### config.mk
export PLATFORM = sky130hd
export DESIGN_NAME = mem_arbiter
export DESIGN_NICKNAME = d
export VERILOG_FILES = /design/src/rtl/mem_arbiter.sv
export SDC_FILE = /design/constraint.sdc
export NUM_CORES = 1
export LEC_CHECK = 0
export BUFFER_PORTS_ARGS = -buffer_cell sky130_fd_sc_hd__buf_4
export CORE_UTILIZATION = 48
export DETAILED_ROUTE_END_ITERATION = 8
export PLACE_DENSITY = 0.8
export SETUP_SLACK_MARGIN = 0.4
export SLEW_MARGIN = 30
export SYNTH_ARGS = -nofsm -noshare
export SYNTH_HDL_FRONTEND = slang
export SYNTH_SLANG_ARGS = --single-unit
### constraint.sdc
create_clock -name clock -period 2.3 [get_ports clock]
set_clock_uncertainty 0.2 [all_clocks]
set_input_delay 0.69 -clock clock [delete_from_list [all_inputs] [get_ports clock]]
set_output_delay 0.69 -clock clock [all_outputs]
set_load 0.05 [all_outputs]
### src/rtl/mem_arbiter.sv
// Two-requester (CPU / data-break) arbiter for a single memory port.
// Grants DMA first but bounds how long a waiting CPU can be starved, and aborts stalled accesses.
module mem_arbiter #(
    parameter int AW           = 12,
    parameter int DW           = 12,
    parameter int STARVE_LIMIT = 3,
    parameter int TIMEOUT      = 255
) (
    input  logic          clock,
    input  logic          resetN,

    input  logic          cpu_req,
    input  logic          cpu_we,
    input  logic [AW-1:0] cpu_addr,
    input  logic [DW-1:0] cpu_wdata,
    output logic          cpu_ack,
    output logic [DW-1:0] cpu_rdata,

    input  logic          dma_req,
    input  logic          dma_we,
    input  logic [AW-1:0] dma_addr,
    input  logic [DW-1:0] dma_wdata,
    output logic          dma_ack,
    output logic [DW-1:0] dma_rdata,

    output logic          mem_read_enable,
    output logic          mem_write_enable,
    output logic [AW-1:0] mem_address,
    output logic [DW-1:0] mem_write_data,
    input  logic [DW-1:0] mem_read_data,
    input  logic          mem_finished,

    output logic          owner,
    output logic          busy,
    output logic          err
);

    localparam int SC_W = (STARVE_LIMIT < 2) ? 1 : $clog2(STARVE_LIMIT + 1);
    localparam int TO_W = (TIMEOUT < 2) ? 1 : $clog2(TIMEOUT + 1);
    localparam logic [SC_W-1:0] STARVE_MAX = SC_W'(STARVE_LIMIT);
    localparam logic [TO_W-1:0] TO_LAST    = TO_W'(TIMEOUT - 1);

    typedef enum logic [1:0] {
        IDLE    = 2'd0,
        XFER    = 2'd1,
        RELEASE = 2'd2
    } state_t;

    localparam logic OWNER_CPU = 1'b0;
    localparam logic OWNER_DMA = 1'b1;

    state_t          state_q,     state_d;
    logic            owner_q,     owner_d;
    logic            we_q,        we_d;
    logic [AW-1:0]   addr_q,      addr_d;
    logic [DW-1:0]   wdata_q,     wdata_d;
    logic [SC_W-1:0] starve_q,    starve_d;
    logic [TO_W-1:0] tcnt_q,      tcnt_d;
    logic [DW-1:0]   cpu_rdata_q, cpu_rdata_d;
    logic [DW-1:0]   dma_rdata_q, dma_rdata_d;
    logic            cpu_ack_q,   cpu_ack_d;
    logic            dma_ack_q,   dma_ack_d;
    logic            err_q,       err_d;
    logic            rd_en_q,     rd_en_d;
    logic            wr_en_q,     wr_en_d;
    logic            busy_q,      busy_d;
    logic            grant_dma;

    always_comb begin
        // NOTE: every value written here gets a default first, so no path leaves one unassigned and no latch is inferred.
        state_d     = state_q;
        owner_d     = owner_q;
        we_d        = we_q;
        addr_d      = addr_q;
        wdata_d     = wdata_q;
        starve_d    = starve_q;
        tcnt_d      = tcnt_q;
        cpu_rdata_d = cpu_rdata_q;
        dma_rdata_d = dma_rdata_q;
        cpu_ack_d   = 1'b0;
        dma_ack_d   = 1'b0;
        err_d       = 1'b0;
        rd_en_d     = 1'b0;
        wr_en_d     = 1'b0;
        grant_dma   = 1'b0;

        case (state_q)
            IDLE: begin
                if (cpu_req || dma_req) begin
                    // DMA wins unless the CPU has already been passed over STARVE_LIMIT times.
                    grant_dma = dma_req && (!cpu_req || (starve_q != STARVE_MAX));
                    state_d   = XFER;
                    tcnt_d    = '0;
                    if (grant_dma) begin
                        owner_d = OWNER_DMA;
                        we_d    = dma_we;
                        addr_d  = dma_addr;
                        wdata_d = dma_wdata;
                        if (!cpu_req) begin
                            starve_d = '0;
                        end else if (starve_q != STARVE_MAX) begin
                            starve_d = starve_q + SC_W'(1);
                        end
                    end else begin
                        owner_d  = OWNER_CPU;
                        we_d     = cpu_we;
                        addr_d   = cpu_addr;
                        wdata_d  = cpu_wdata;
                        starve_d = '0;
                    end
                    rd_en_d = !we_d;
                    wr_en_d = we_d;
                end
            end

            XFER: begin
                if (mem_finished || (tcnt_q == TO_LAST)) begin
                    state_d   = RELEASE;
                    cpu_ack_d = (owner_q == OWNER_CPU);
                    dma_ack_d = (owner_q == OWNER_DMA);
                    // Completion wins over timeout when both land on the last allowed cycle.
                    err_d     = !mem_finished;
                    if (mem_finished && !we_q) begin
                        if (owner_q == OWNER_DMA) begin
                            dma_rdata_d = mem_read_data;
                        end else begin
                            cpu_rdata_d = mem_read_data;
                        end
                    end
                end else begin
                    tcnt_d  = tcnt_q + TO_W'(1);
                    rd_en_d = !we_q;
                    wr_en_d = we_q;
                end
            end

            RELEASE: begin
                state_d = IDLE;
            end

            default: begin
                state_d = IDLE;
            end
        endcase

        busy_d = (state_d != IDLE);
    end

    // NOTE: the read-data registers are reset too, because their post-reset value of 0 is architecturally visible.
    always_ff @(posedge clock or negedge resetN) begin
        if (!resetN) begin
            state_q     <= IDLE;
            owner_q     <= OWNER_CPU;
            we_q        <= 1'b0;
            addr_q      <= '0;
            wdata_q     <= '0;
            starve_q    <= '0;
            tcnt_q      <= '0;
            cpu_rdata_q <= '0;
            dma_rdata_q <= '0;
            cpu_ack_q   <= 1'b0;
            dma_ack_q   <= 1'b0;
            err_q       <= 1'b0;
            rd_en_q     <= 1'b0;
            wr_en_q     <= 1'b0;
            busy_q      <= 1'b0;
        end else begin
            // NOTE: non-blocking assignments so every flop samples the pre-edge value of the others.
            state_q     <= state_d;
            owner_q     <= owner_d;
            we_q        <= we_d;
            addr_q      <= addr_d;
            wdata_q     <= wdata_d;
            starve_q    <= starve_d;
            tcnt_q      <= tcnt_d;
            cpu_rdata_q <= cpu_rdata_d;
            dma_rdata_q <= dma_rdata_d;
            cpu_ack_q   <= cpu_ack_d;
            dma_ack_q   <= dma_ack_d;
            err_q       <= err_d;
            rd_en_q     <= rd_en_d;
            wr_en_q     <= wr_en_d;
            busy_q      <= busy_d;
        end
    end

    assign cpu_ack          = cpu_ack_q;
    assign dma_ack          = dma_ack_q;
    assign cpu_rdata        = cpu_rdata_q;
    assign dma_rdata        = dma_rdata_q;
    assign mem_read_enable  = rd_en_q;
    assign mem_write_enable = wr_en_q;
    assign mem_address      = addr_q;
    assign mem_write_data   = wdata_q;
    assign owner            = owner_q;
    assign busy             = busy_q;
    assign err              = err_q;

endmodule

== Yosys cells after proc, flatten, opt, wreduce, memory -nomap -nowiden ==
Index checks and enable logic that the tools add are counted.

* Output and inout port bits: 55
* Word-level logic and storage cells: 68
* Flip-flop bits (word level): 68
* Input port bits: 67

* Bitwise operators: 1
* Mux-type cells: 27
* Reductions and logical operators: 17
* Eq/ne operators: 6
* $add $sub $neg: 2

{| class="wikitable"
|+ Operators by type and width
! operator !! count
|-
| 12-bit two-way mux || 2
|-
| 8-bit two-way mux || 2
|-
| 8-bit case mux with 2 select lines || 1
|-
| 1-bit two-way mux || 14
|-
| 2-bit two-way mux || 5
|-
| 8-bit by 1-bit adder with 8-bit output, second input constant || 1
|-
| 8-bit equality test, second input constant || 1
|-
| 4-bit AND reduction || 2
|-
| 2-bit inequality test, second input constant || 3
|-
| 3-bit AND reduction || 2
|-
| 1-bit logical NOT || 4
|-
| 1-bit case mux with 2 select lines || 2
|-
| 2-bit case mux with 2 select lines || 1
|-
| 2-bit nonzero test || 2
|-
| 1-bit logical OR || 3
|-
| 3-bit inequality test, second input constant || 1
|-
| 2-bit by 1-bit adder with 2-bit output, second input constant || 1
|-
| 2-bit by 1-bit equality test with 1-bit output, second input constant || 1
|-
| 1-bit logical AND || 2
|-
| 2-bit logical NOT || 1
|-
| 2-bit AND reduction || 1
|-
| 1-bit inverter || 1
|}

== Logic depth before layout (Yosys ltp) ==
Gate-level depths: netlist of the first run.

* Depth after elaboration: 9
* Gate-level depth with buffers: 7
* Mapped depth without buffers: 6

== Worst setup path before layout of the first run ==
OpenSTA, ideal clock, no wires.

* Kind: input-to-reg
* Start: input port mem_finished
* End: register cpu_rdata_q[2], in the netlist cpu_rdata[2]
* Buffers on the path: 1
* Setup slack: 0.384 ns
* Data required time: 1.975 ns
* Arrival time: 1.591 ns
* Stages on the path: 4
* Setup time: 0.125 ns
* Path through: inv_2 -> nor4_4 -> buf_4 -> mux2_2

* Word-level cells in the longest chain between the ends: 2
* Elaborated cells between the ends (all ways): 3
* Classes of those cells: 3 x reduce/logical

{| class="wikitable"
|+ RTL lines
! element !! RTL line !! RTL
|-
| from (decl) || 31 || <nowiki>input logic mem_finished,</nowiki>
|-
| 1-bit logical OR or 1-bit logical AND (tied branches) || 117, 123 ||
|-
| 4-bit AND reduction (no line) (*) || n/a ||
|-
| to (signal assigned) || 176 || <nowiki>cpu_rdata_q <= cpu_rdata_d;</nowiki>
|-
| to (decl) || 59 || <nowiki>logic [DW-1:0] cpu_rdata_q, cpu_rdata_d;</nowiki>
|}

Mark *: on every way between the ends. The rest lies on a longest branch, timed or not.
A chain may end at the register's enable or synchronous reset.

== Worst setup path after layout of the first run ==
* Start: register owner_q, in the netlist owner
* End: output port owner

{| class="wikitable"
|+ RTL lines
! element !! RTL line !! RTL
|-
| from (decl) || 53 || <nowiki>logic owner_q, owner_d;</nowiki>
|-
| from (signal assigned) || 170 || <nowiki>owner_q <= owner_d;</nowiki>
|-
| to (decl) || 33 || <nowiki>output logic owner,</nowiki>
|}

No word-level cell between the ends.

==> results of run 1 <==
==> layer usage <==
layer,share of wire,up-vias
met1,0.42,1072
met3,0.075,7
met5,0,-
li1,-,1111
met2,0.49,95
met4,0.011,0
==> final cells by class <==
| type | instances | area (um2) |
|---|---|---|
| fill | 425 | 1600 |
| tap | 75 | 93.8 |
| inverter | 5 | 18.8 |
| clock buffer | 10 | 138 |
| sequential | 68 | 1700 |
| timing repair buffer | 134 | 1060 |
| multi-input combinational | 153 | 1160 |
| clock inverter | 6 | 111 |
==> power by group <==
part / internal (W) / switching, W
registers: 0.00171 / 0.000320
logic: 0.00117 / 0.00238
clock network: 0.000750 / 0.000445
==> what timing repair did <==
action                                  4_1_cts  5_1_grt
hold endpoints to repair                      0        0
gates resized for setup                       1        3
endpoints found under the setup margin        2       13
pin swaps                                     1        1
buffers inserted                              3        3
==> kinds of logic (layout without fill, tap and decap cells) <==
group                      Yosys count  in the layout  synth area share
DFF                                 68             68             0.581
and+or+nand+nor                     52             52            0.0915
AOI/OAI and AO/OA                   49             49             0.107
muxes                               49             49             0.178
buffers and inverters               17            155            0.0299
adders and majority gates            3              3            0.0128
==> sequential cells by signal, summed over array words and instances, names as in the netlist <==
signal and flops:
starve_q 2, mem_write_data 12, we_q 1, dma_ack 1, tcnt_q 8, mem_write_enable 1
mem_read_enable 1, state_q 2, err 1, busy 1, owner 1, mem_address 12
dma_rdata 12, cpu_ack 1, cpu_rdata 12
==> worst paths after layout <==
kind | startpoint | endpoint | slack, ps
setup / recovery | owner$_DFFE_PN0P_ | owner | 450
hold / removal | resetN | dma_rdata[1]$_DFFE_PN0P_ | 70
setup reg to reg | tcnt_q[0]$_DFFE_PN0P_ | tcnt_q[6]$_DFFE_PN0P_ | 470
hold reg to reg | mem_address[11]$_DFFE_PN0P_ | mem_address[11]$_DFFE_PN0P_ | 290
max in group asynchronous | resetN | owner$_DFFE_PN0P_ | 1280
min in group clock | mem_address[11]$_DFFE_PN0P_ | mem_address[11]$_DFFE_PN0P_ | 290
==> cell usage in the layout, fill, tap and decap left out, drive strengths merged <==
cell type,n
o21a,2
clkinv,2
nor2,1
nor4,4
mux2i,25
nand4,2
a22o,3
nand4b,1
a21boi,2
o41ai,1
a31oi,1
clkinvlp,1
and2,1
nor3,1
o31ai,2
ha,3
or2,1
o22ai,1
inv,5
a21o,2
nand3,5
a21oi,2
mux2,24
o211ai,2
buf,134
clkbuf,10
or4,1
bufinv,3
dfrtp,68
o21ai,30
o311ai,1
nand2b,1
nor2b,2
nand2,32
==> per-stage QoR <==
stage                     cell area [um2]  power [W]  setup slack (ps)
after detailed placement             3970    0.00554               236
after global placement               3970    0.00544               287
after global routing                 4290    0.00709               400
final                                4290    0.00677               452
after CTS                            4260    0.00678               386
after floorplan                      2930    0.00437               406
==> metrics.txt, run 1 <==
Placer Congestion 0.816; final core occ 0.728; Slew @ Worst Pin 391 ps; Max-cap violations 0; RSZ-0062 raised after global routing false; port buffer count 121; Final Hold Viols 0; post-DP HPWL 5040 um; met3 Use GR 0.0489; proportion of layout cells with a drive suffix above 1 0.481; M2 GR Usage 0.367; drt first pass iters 4; Max stage delay cell, worst path dfrtp_2; Synth top area share 0.581; YS warnings 0; grt met1 use 0.274; worst min path class primary input to asynchronous set/reset pin; Worst R2R Path Depth 6; Synth Flop Type dfrtp_1; minimum clock period 1850 ps; Worst path depth 1; final setup fails 0; area grow syn2layout 46.4%; Clk pin slew, worst setup/hold paths 80 ps; clock sink count 68; worst path buffer plus inverter count 1; initial DRC count a little under 60; Synth area leaders dfrtp_1 (58%), mux2i_1 (8.5%), mux2_2 (7.7%); Post-synth EDFFs 0; crit-path max cell delay ~460 ps; P per Cell Area 1580 nW/um2; setup TNS 0 ps; Crit. End Element output pin; Routed WL per cell 14.9 um; status finished, final reports clean; antenna viol nets, final 0; period utilization 0.803; Max clock buf depth 2; Cell Area, Synth 2930 um2; Critical Path AT 960 ps; count of cell types in the netlist 43; leakage 2.16 nW; global route hottest layer met2; clock root buffer master clkbuf_8; initial antenna violation count 0; area leader, netlist dfrtp_1; vias in the first global route 2219; routed vias roughly 2300; worst skew pair latency 330 ps; Avg Cell Area, Syn 12.3 um2; CP Class flop to output pin; initial core utilization 0.497; FFs w/ async S/R, synth 1.00; final slew viol count 0; synth cell count leaders dfrtp_1 (68), nand2_1 (32), o21ai_0 (26), mux2i_1 (25), mux2_2 (20); worst-path cell chain buf_6; fmax approximately 540 MHz; Cells after DPL 429; top-count cell post-synth dfrtp_1; Cell Rows 28; register area share after synthesis 0.581; die height 80.1 um; Post-route DRC 0; Top Family by Delay on Critical Path flip-flops; drt via density 5.07; crit-path max FO 6; CTS tree yes; GRT overflow 0; cells after synthesis 238; core area between 5000 and 6000 um2; Num CTS Buffers 9; first-pass GRT wire length 10400 um; die area 6420 um2; WHS between 70 and 80 ps; Chip Width 80.1 um; largest net degree at the start of global routing 39; io pins 122; Worst setup SP type flop; Final Non-Filler Cells 451; Synthesized Nets 308; Slew HR 0.738; Peak VDD IR 0.000887 V; total track usage 0.220; nets@finish approximately 440; #FFs+latches synth 68; CP Data Required Time 1410 ps; H-tree depth 3; hold buffers post-CTS 0; ANT cells 0; WL final 6720 um
Power figures use the tool's default switching activity.
==> run 2: changes to the inputs <==
--- a/config.mk
+++ b/config.mk
@@ -5,10 +5,11 @@
 export SDC_FILE = /design/constraint.sdc
 export NUM_CORES = 1
 export LEC_CHECK = 0
+export ABC_AREA = 1
 export BUFFER_PORTS_ARGS = -buffer_cell sky130_fd_sc_hd__buf_4
-export CORE_UTILIZATION = 48
+export CORE_UTILIZATION = 43
 export DETAILED_ROUTE_END_ITERATION = 8
-export PLACE_DENSITY = 0.8
+export PLACE_DENSITY = 0.76
 export SETUP_SLACK_MARGIN = 0.4
 export SLEW_MARGIN = 30
 export SYNTH_ARGS = -nofsm -noshare
==> constraint.sdc (replaced) <==
create_clock -name clock -period 1.5 [get_ports clock]
set_clock_uncertainty 0.2 [all_clocks]
set_input_delay 0.45 -clock clock [delete_from_list [all_inputs] [get_ports clock]]
set_output_delay 0.45 -clock clock [all_outputs]
set_load 0.05 [all_outputs]
==> metrics.txt, run 2 <==
wire length on met2 8730 um (was 3310 um); CP Data Required Time 1570 ps (was 1410 ps); Final Hold Viols 68 (was 0); register area share after synthesis 0.575 (was 0.581); io pins 122 (unchanged); Clk pin slew, worst setup/hold paths 90 ps (was 80 ps); Routed WL per cell 28.9 um (was 14.9 um); WHS -115 ps (was 74.2 ps); clock sink count 68 (unchanged); proportion of layout cells with a drive suffix above 1 0.786 (was 0.481); Synth Flop Type dfrtp_1 (unchanged); Slew HR 0.748 (was 0.738); Worst R2R Path Depth 9 (was 6); Pwr Total 0.0152 W (was 0.00677 W); wire length on met3 2100 um (was 503 um); Worst R2R End mem_write_enable$_DFF_PN0_ (was tcnt_q[6]$_DFFE_PN0P_); core area 6490 um2 (was 5890 um2); commonest non-fill, non-tap cell in the layout buf_4 (unchanged); initial core utilization 0.456 (was 0.497); post-DP HPWL 5350 um (was 5040 um); Avg Cell Area, Syn 8.66 um2 (was 12.3 um2); Worst setup SP type flop (unchanged); DP Worst Slack -124 ps (was 236 ps); clock root buffer master clkbuf_8 (unchanged); area leader, netlist dfrtp_1 (unchanged); H-tree depth 3 (unchanged); area grow syn2layout 114% (was 46.4%); Max clock buf depth 2 (unchanged); antenna viol nets, final 0 (unchanged); WL final 18500 um (was 6720 um); worst min path class primary input to asynchronous set/reset pin (unchanged); final slew viol count 0 (unchanged); Slew @ Worst Pin 377 ps (was 391 ps); setup TNS -19670 ps (was 0 ps); Placer Congestion 0.803 (was 0.816); CP Class flop to flop (was flop to output pin); failing checks design-rule violations, negative hold slack, negative setup slack; nets@finish 627 (was 441); status complete, but fails checks (was finished, final reports clean); final setup fails 123 (was 0); Synthesized Nets 412 (was 308); P per Cell Area 2410 nW/um2 (was 1580 nW/um2); Critical Path AT 1920 ps (was 960 ps); FFs w/ async S/R, synth 1.00 (unchanged); ANT cells 0 (unchanged); count of cell types in the netlist 24 (was 43); crit-path max FO 6 (unchanged); YS warnings 0 (unchanged); routed vias 4181 (was 2285); first-pass GRT wire length 18000 um (was 10400 um); Max-cap violations 0 (unchanged); initial DRC count 403 (was 59); Highest Signal Layer met4 (unchanged); worst skew pair latency 370 ps (was 330 ps); Post-route DRC 5 (was 0); period utilization 1.23; #FFs+latches synth 68 (unchanged); Synth top area share 0.575 (was 0.581); GRT overflow 0 (unchanged); synth cell count leaders nand2_1 (90), dfrtp_1 (68), o21ai_0 (62), nor2_1 (37), inv_1 (25) (was dfrtp_1 (68), nand2_1 (32), o21ai_0 (26), mux2i_1 (25), mux2_2 (20)); final core occ 0.974 (was 0.728); largest net degree at the start of global routing 69 (was 39); Chip Width 85.0 um (was 80.1 um); minimum clock period 1850 ps; vias in the first global route 3527 (was 2219); footprint of the multi-input gates 1810 um2 (was 1160 um2); Cell Area, Synth 2960 um2 (was 2930 um2); top-count cell post-synth nand2_1 (was dfrtp_1); flop-to-flop setup slack -350 ps (was 470 ps); leakage 2.97 nW (was 2.16 nW); sequential cell area 1770 um2 (was 1700 um2); Synth area leaders dfrtp_1 (57%), nand2_1 (11%), o21ai_0 (10%) (was dfrtp_1 (58%), mux2i_1 (8.5%), mux2_2 (7.7%)); die height 85.0 um (was 80.1 um); initial antenna violation count 0 (unchanged); drt first pass iters 7 (was 4); RSZ-0062 raised after global routing true (was false); total track usage 0.335 (was 0.220); Post-synth EDFFs 0 (unchanged); drt via density 6.54 (was 5.07); Peak VDD IR 0.00175 V (was 0.000887 V); Cell Rows 29 (was 28); cells after synthesis 342 (was 238); R2R Path Start state_q[0]$_DFF_PN0_ (was tcnt_q[0]$_DFFE_PN0P_); port buffer count 121 (unchanged); Num CTS Buffers 9 (unchanged); most frequent cells in the layout buf_4 (121), buf_6 (70), dfrtp_2 (55) (was buf_4 (129), dfrtp_1 (67), nand2_1 (32)); Crit. End Element flop (was output pin); fmax 541 MHz; Final Worst Setup Slack -350 ps (was 452 ps); Fill cells 95 (was 425); die area 7220 um2 (was 6420 um2); M1 WL 5770 um (was 2830 um); CTS tree yes (unchanged)
[run 2: cell count changes in the layout (fill, tap and decap cells not counted), sizes merged, moves of 24 or more]
cell	previous run	this run
o21ai	30	81
nand2	32	95
mux2	24	0
mux2i	25	0
nor2	1	39
buf	134	216
[run 2: kinds of logic after synthesis]
group,share of synthesized area
adders and majority gates,0.0127
buffers and inverters,0.0604
xor gates and xnor gates,0.00296
AOI/OAI and AO/OA,0.150
DFF,0.575
and+or+nand+nor,0.199
[run 2: power by group]
group	leakage [nW]	total, W	internal [W]	switching [W]
sequential	0.792	0.00353	0.00272	0.000810
clock	0.102	0.00170	0.000856	0.000841
combinational	2.08	0.0100	0.00418	0.00584
total	2.97	0.0152	0.00776	0.00749
[run 2: worst max path at each step]
stage,from,to,slack (ps),depth (start not counted)
3_5_place_dp,cpu_req,mem_write_data[8]$_DFFE_PN0P_,-120,6
4_1_cts,owner$_DFFE_PN0P_,owner,-100,1
3_3_place_gp,dma_req,mem_write_data[8]$_DFFE_PN0P_,-80,6
2_1_floorplan,tcnt_q[0]$_DFFE_PN0P_,tcnt_q[5]$_DFFE_PN0P_,-20,9
6_report,state_q[0]$_DFF_PN0_,mem_write_enable$_DFF_PN0_,-350,9
5_1_grt,tcnt_q[0]$_DFFE_PN0P_,tcnt_q[7]$_DFFE_PN0P_,-350,10
[run 2: stage by stage]
| step | instances | instance area (um2) | hold slack (ps) |
|---|---|---|---|
| after global routing | 639 | 6330 | -101 |
| after detailed placement | 552 | 4250 | 279 |
| final | 639 | 6330 | -115 |
| after CTS | 603 | 5590 | -79.6 |
| after floorplan | 342 | 3110 | -45.6 |
| after global placement | 552 | 4250 | 265 |
[run 2: final cells by class]
class,instances,share of cell area
Tap cell,77,0.0152
Clock inverter,4,0.00751
Timing Repair Buffer,218,0.367
Sequential cell,68,0.280
Multi-Input combinational cell,233,0.286
Clock buffer,12,0.0245
Inverter,27,0.0198
[run 2: what timing repair did]
action,in CTS,in global routing
setup endpoints to repair,123,123
cloned,12,2
pin swaps,25,32
hold endpoints to repair,68,68
setup buffers,23,34
resized for setup,201,112
[run 2: critical path, stage by stage (launching register included)]
cell and delay [ps]:
dfrtp_1 470, inv_2 120, nand2_2 70, nor2_4 160, buf_12 120, buf_12 130, buf_8 150, buf_6 110
nand2_4 60, o21ai_1 150
[run 2: layer usage]
layer / up-vias / track usage
li1: 1545 / -
met4: 0 / 0.179
met3: 186 / 0.0613
met5: - / 0
met2: 474 / 0.617
met1: 1976 / 0.365
==> run 3: changes to the inputs <==
--- a/config.mk
+++ b/config.mk
@@ -10,6 +10,7 @@
 export CORE_UTILIZATION = 43
 export DETAILED_ROUTE_END_ITERATION = 8
 export PLACE_DENSITY = 0.76
+export RECOVER_POWER = 50
 export SETUP_SLACK_MARGIN = 0.4
 export SLEW_MARGIN = 30
 export SYNTH_ARGS = -nofsm -noshare
==> metrics.txt, run 3 (synthesis gave the netlist of run 2 again) <==
Slew HR 0.368 (was 0.748); Final Worst Setup Slack -351 ps (was -350 ps); first-pass GRT wire length 18000 um (unchanged); port buffer count 121 (unchanged); minimum clock period 1850 ps (about the same); HP Start mem_finished; Hold Path Stages 2; Max clock buf depth 2 (unchanged); Slew @ Worst Pin 948 ps (was 377 ps); drt first pass iters 9 (was 7); Pwr Total 0.0152 W (about the same); Crit. End Element flop (unchanged); WL final 18400 um (was 18500 um); most frequent cells in the layout buf_4 (120), buf_6 (70), dfrtp_2 (55) (was buf_4 (121), buf_6 (70), dfrtp_2 (55)); nets@finish 627 (unchanged); largest net degree at the start of global routing 69 (unchanged); proportion of layout cells with a drive suffix above 1 0.786 (unchanged); post-DP HPWL 5350 um (unchanged); final setup fails 123 (unchanged); flop-to-flop setup slack -350 ps (about the same); ANT cells 0 (unchanged); Num CTS Buffers 9 (unchanged); total track usage 0.335 (unchanged); initial core utilization 0.456 (unchanged); initial DRC count 401 (was 403); routed vias 4208 (was 4181); area grow syn2layout 113% (was 114%); Worst setup SP type flop (unchanged); worst min path class primary input to flop (was primary input to asynchronous set/reset pin); Peak VDD IR 0.00175 V (about the same); crit-path max FO 4 (was 6); P per Cell Area 2410 nW/um2 (about the same); vias in the first global route 3527 (unchanged); failing checks design-rule violations, negative setup slack (was design-rule violations, negative hold slack, negative setup slack); Hold Crit Endpoint err$_DFF_PN0_; period utilization 1.23 (about the same); Routed WL per cell 28.9 um (about the same); status complete, but fails checks (unchanged); initial antenna violation count 0 (unchanged); Post-route DRC 5 (unchanged); post-route cell area 6320 um2 (was 6330 um2); Worst R2R Path Depth 8 (was 9); Max-cap violations 0 (unchanged); setup TNS -19510 ps (was -19670 ps); worst skew pair latency 370 ps (about the same); commonest non-fill, non-tap cell in the layout buf_4 (unchanged); WHS 94.8 ps (was -115 ps); fmax 540 MHz (was 541 MHz); Clk pin slew, worst setup/hold paths 80 ps (was 90 ps); final slew viol count 0 (unchanged); clock sink count 68 (unchanged); drt via density 6.59 (was 6.54); Cell Rows 29 (unchanged); die height 85.0 um (unchanged); io pins 122 (unchanged); core area 6490 um2 (unchanged); R2R Path Start tcnt_q[0]$_DFFE_PN0P_ (was state_q[0]$_DFF_PN0_); antenna viol nets, final 0 (unchanged); placed inst area 4250 um2 (unchanged); Final Hold Viols 0 (was 68); Worst R2R End tcnt_q[2]$_DFFE_PN0P_ (was mem_write_enable$_DFF_PN0_); CTS tree yes (unchanged); CP Class flop to flop (unchanged); RSZ-0062 raised after global routing true (unchanged); Critical Path AT 1950 ps (was 1920 ps); H-tree depth 3 (unchanged); Placer Congestion 0.803 (unchanged); clock root buffer master clkbuf_8 (unchanged); leakage 2.97 nW (about the same); GRT overflow 0 (unchanged); die area 7220 um2 (unchanged); Chip Width 85.0 um (unchanged); CP Data Required Time 1600 ps (was 1570 ps)
## run 3: cell types whose count changed in the layout (fill, tap and decap cells not counted), sizes merged
cell	before	now
clkbuf	14	16
buf	216	214
## run 3: per-layer routing
layer,GRT usage,share of wire,up-vias
met5,0,0,-
met4,0.179,0.10,0
met3,0.0613,0.12,183
met2,0.617,0.47,491
met1,0.365,0.31,1990
li1,-,-,1544
## run 3: stage by stage
step / instances / worst slack, ps / utilization
finish: 639 / -351 / 0.972
global route: 639 / -347 / 0.972
CTS: 603 / -103 / 0.860
detailed placement: 552 / -124 / 0.654
global placement: 552 / -75.2 / 0.654
floorplan: 342 / -19.9 / -
## run 3: area by class of cell
type | instances | area [um2]
clock buffers | 12 | 155
clock inverters | 4 | 47.5
fillers | 97 | 179
inverters | 27 | 125
multi-input cells | 233 | 1810
flip-flops and latches | 68 | 1770
well taps | 77 | 96.3
repair buffers | 218 | 2310
## run 3: worst max path at each step
| stage | from | end | slack (ps) |
|---|---|---|---|
| final | tcnt_q[0]$_DFFE_PN0P_ | tcnt_q[2]$_DFFE_PN0P_ | -350 |
| after global routing | tcnt_q[0]$_DFFE_PN0P_ | tcnt_q[7]$_DFFE_PN0P_ | -350 |
| after CTS | owner$_DFFE_PN0P_ | owner | -100 |
| after detailed placement | cpu_req | mem_write_data[8]$_DFFE_PN0P_ | -120 |
| after global placement | dma_req | mem_write_data[8]$_DFFE_PN0P_ | -80 |
| after floorplan | tcnt_q[0]$_DFFE_PN0P_ | tcnt_q[5]$_DFFE_PN0P_ | -20 |
## run 3: critical path: stages (launching register included)
cell     delay, ps
dfrtp_1        400
buf_4          140
buf_4          140
ha_2           200
nand2_1        130
inv_1          100
nor3_1         260
nand2_1        120
nand2_1         90
## run 3: report_power, final
group          total [W]  switching, W  internal (W)
Sequential       0.00353      0.000805       0.00272
Combinational     0.0100       0.00583       0.00417
Clock            0.00170      0.000842      0.000856
Total             0.0152       0.00748       0.00775
## run 3: repair_timing
action / 4_1_cts / 5_1_grt
gates cloned: 12 / 2
pin swaps: 25 / 32
gates resized for setup: 201 / 112
hold endpoints to repair: 68 / 68
endpoints found under the setup margin: 123 / 123
setup buffers: 23 / 34
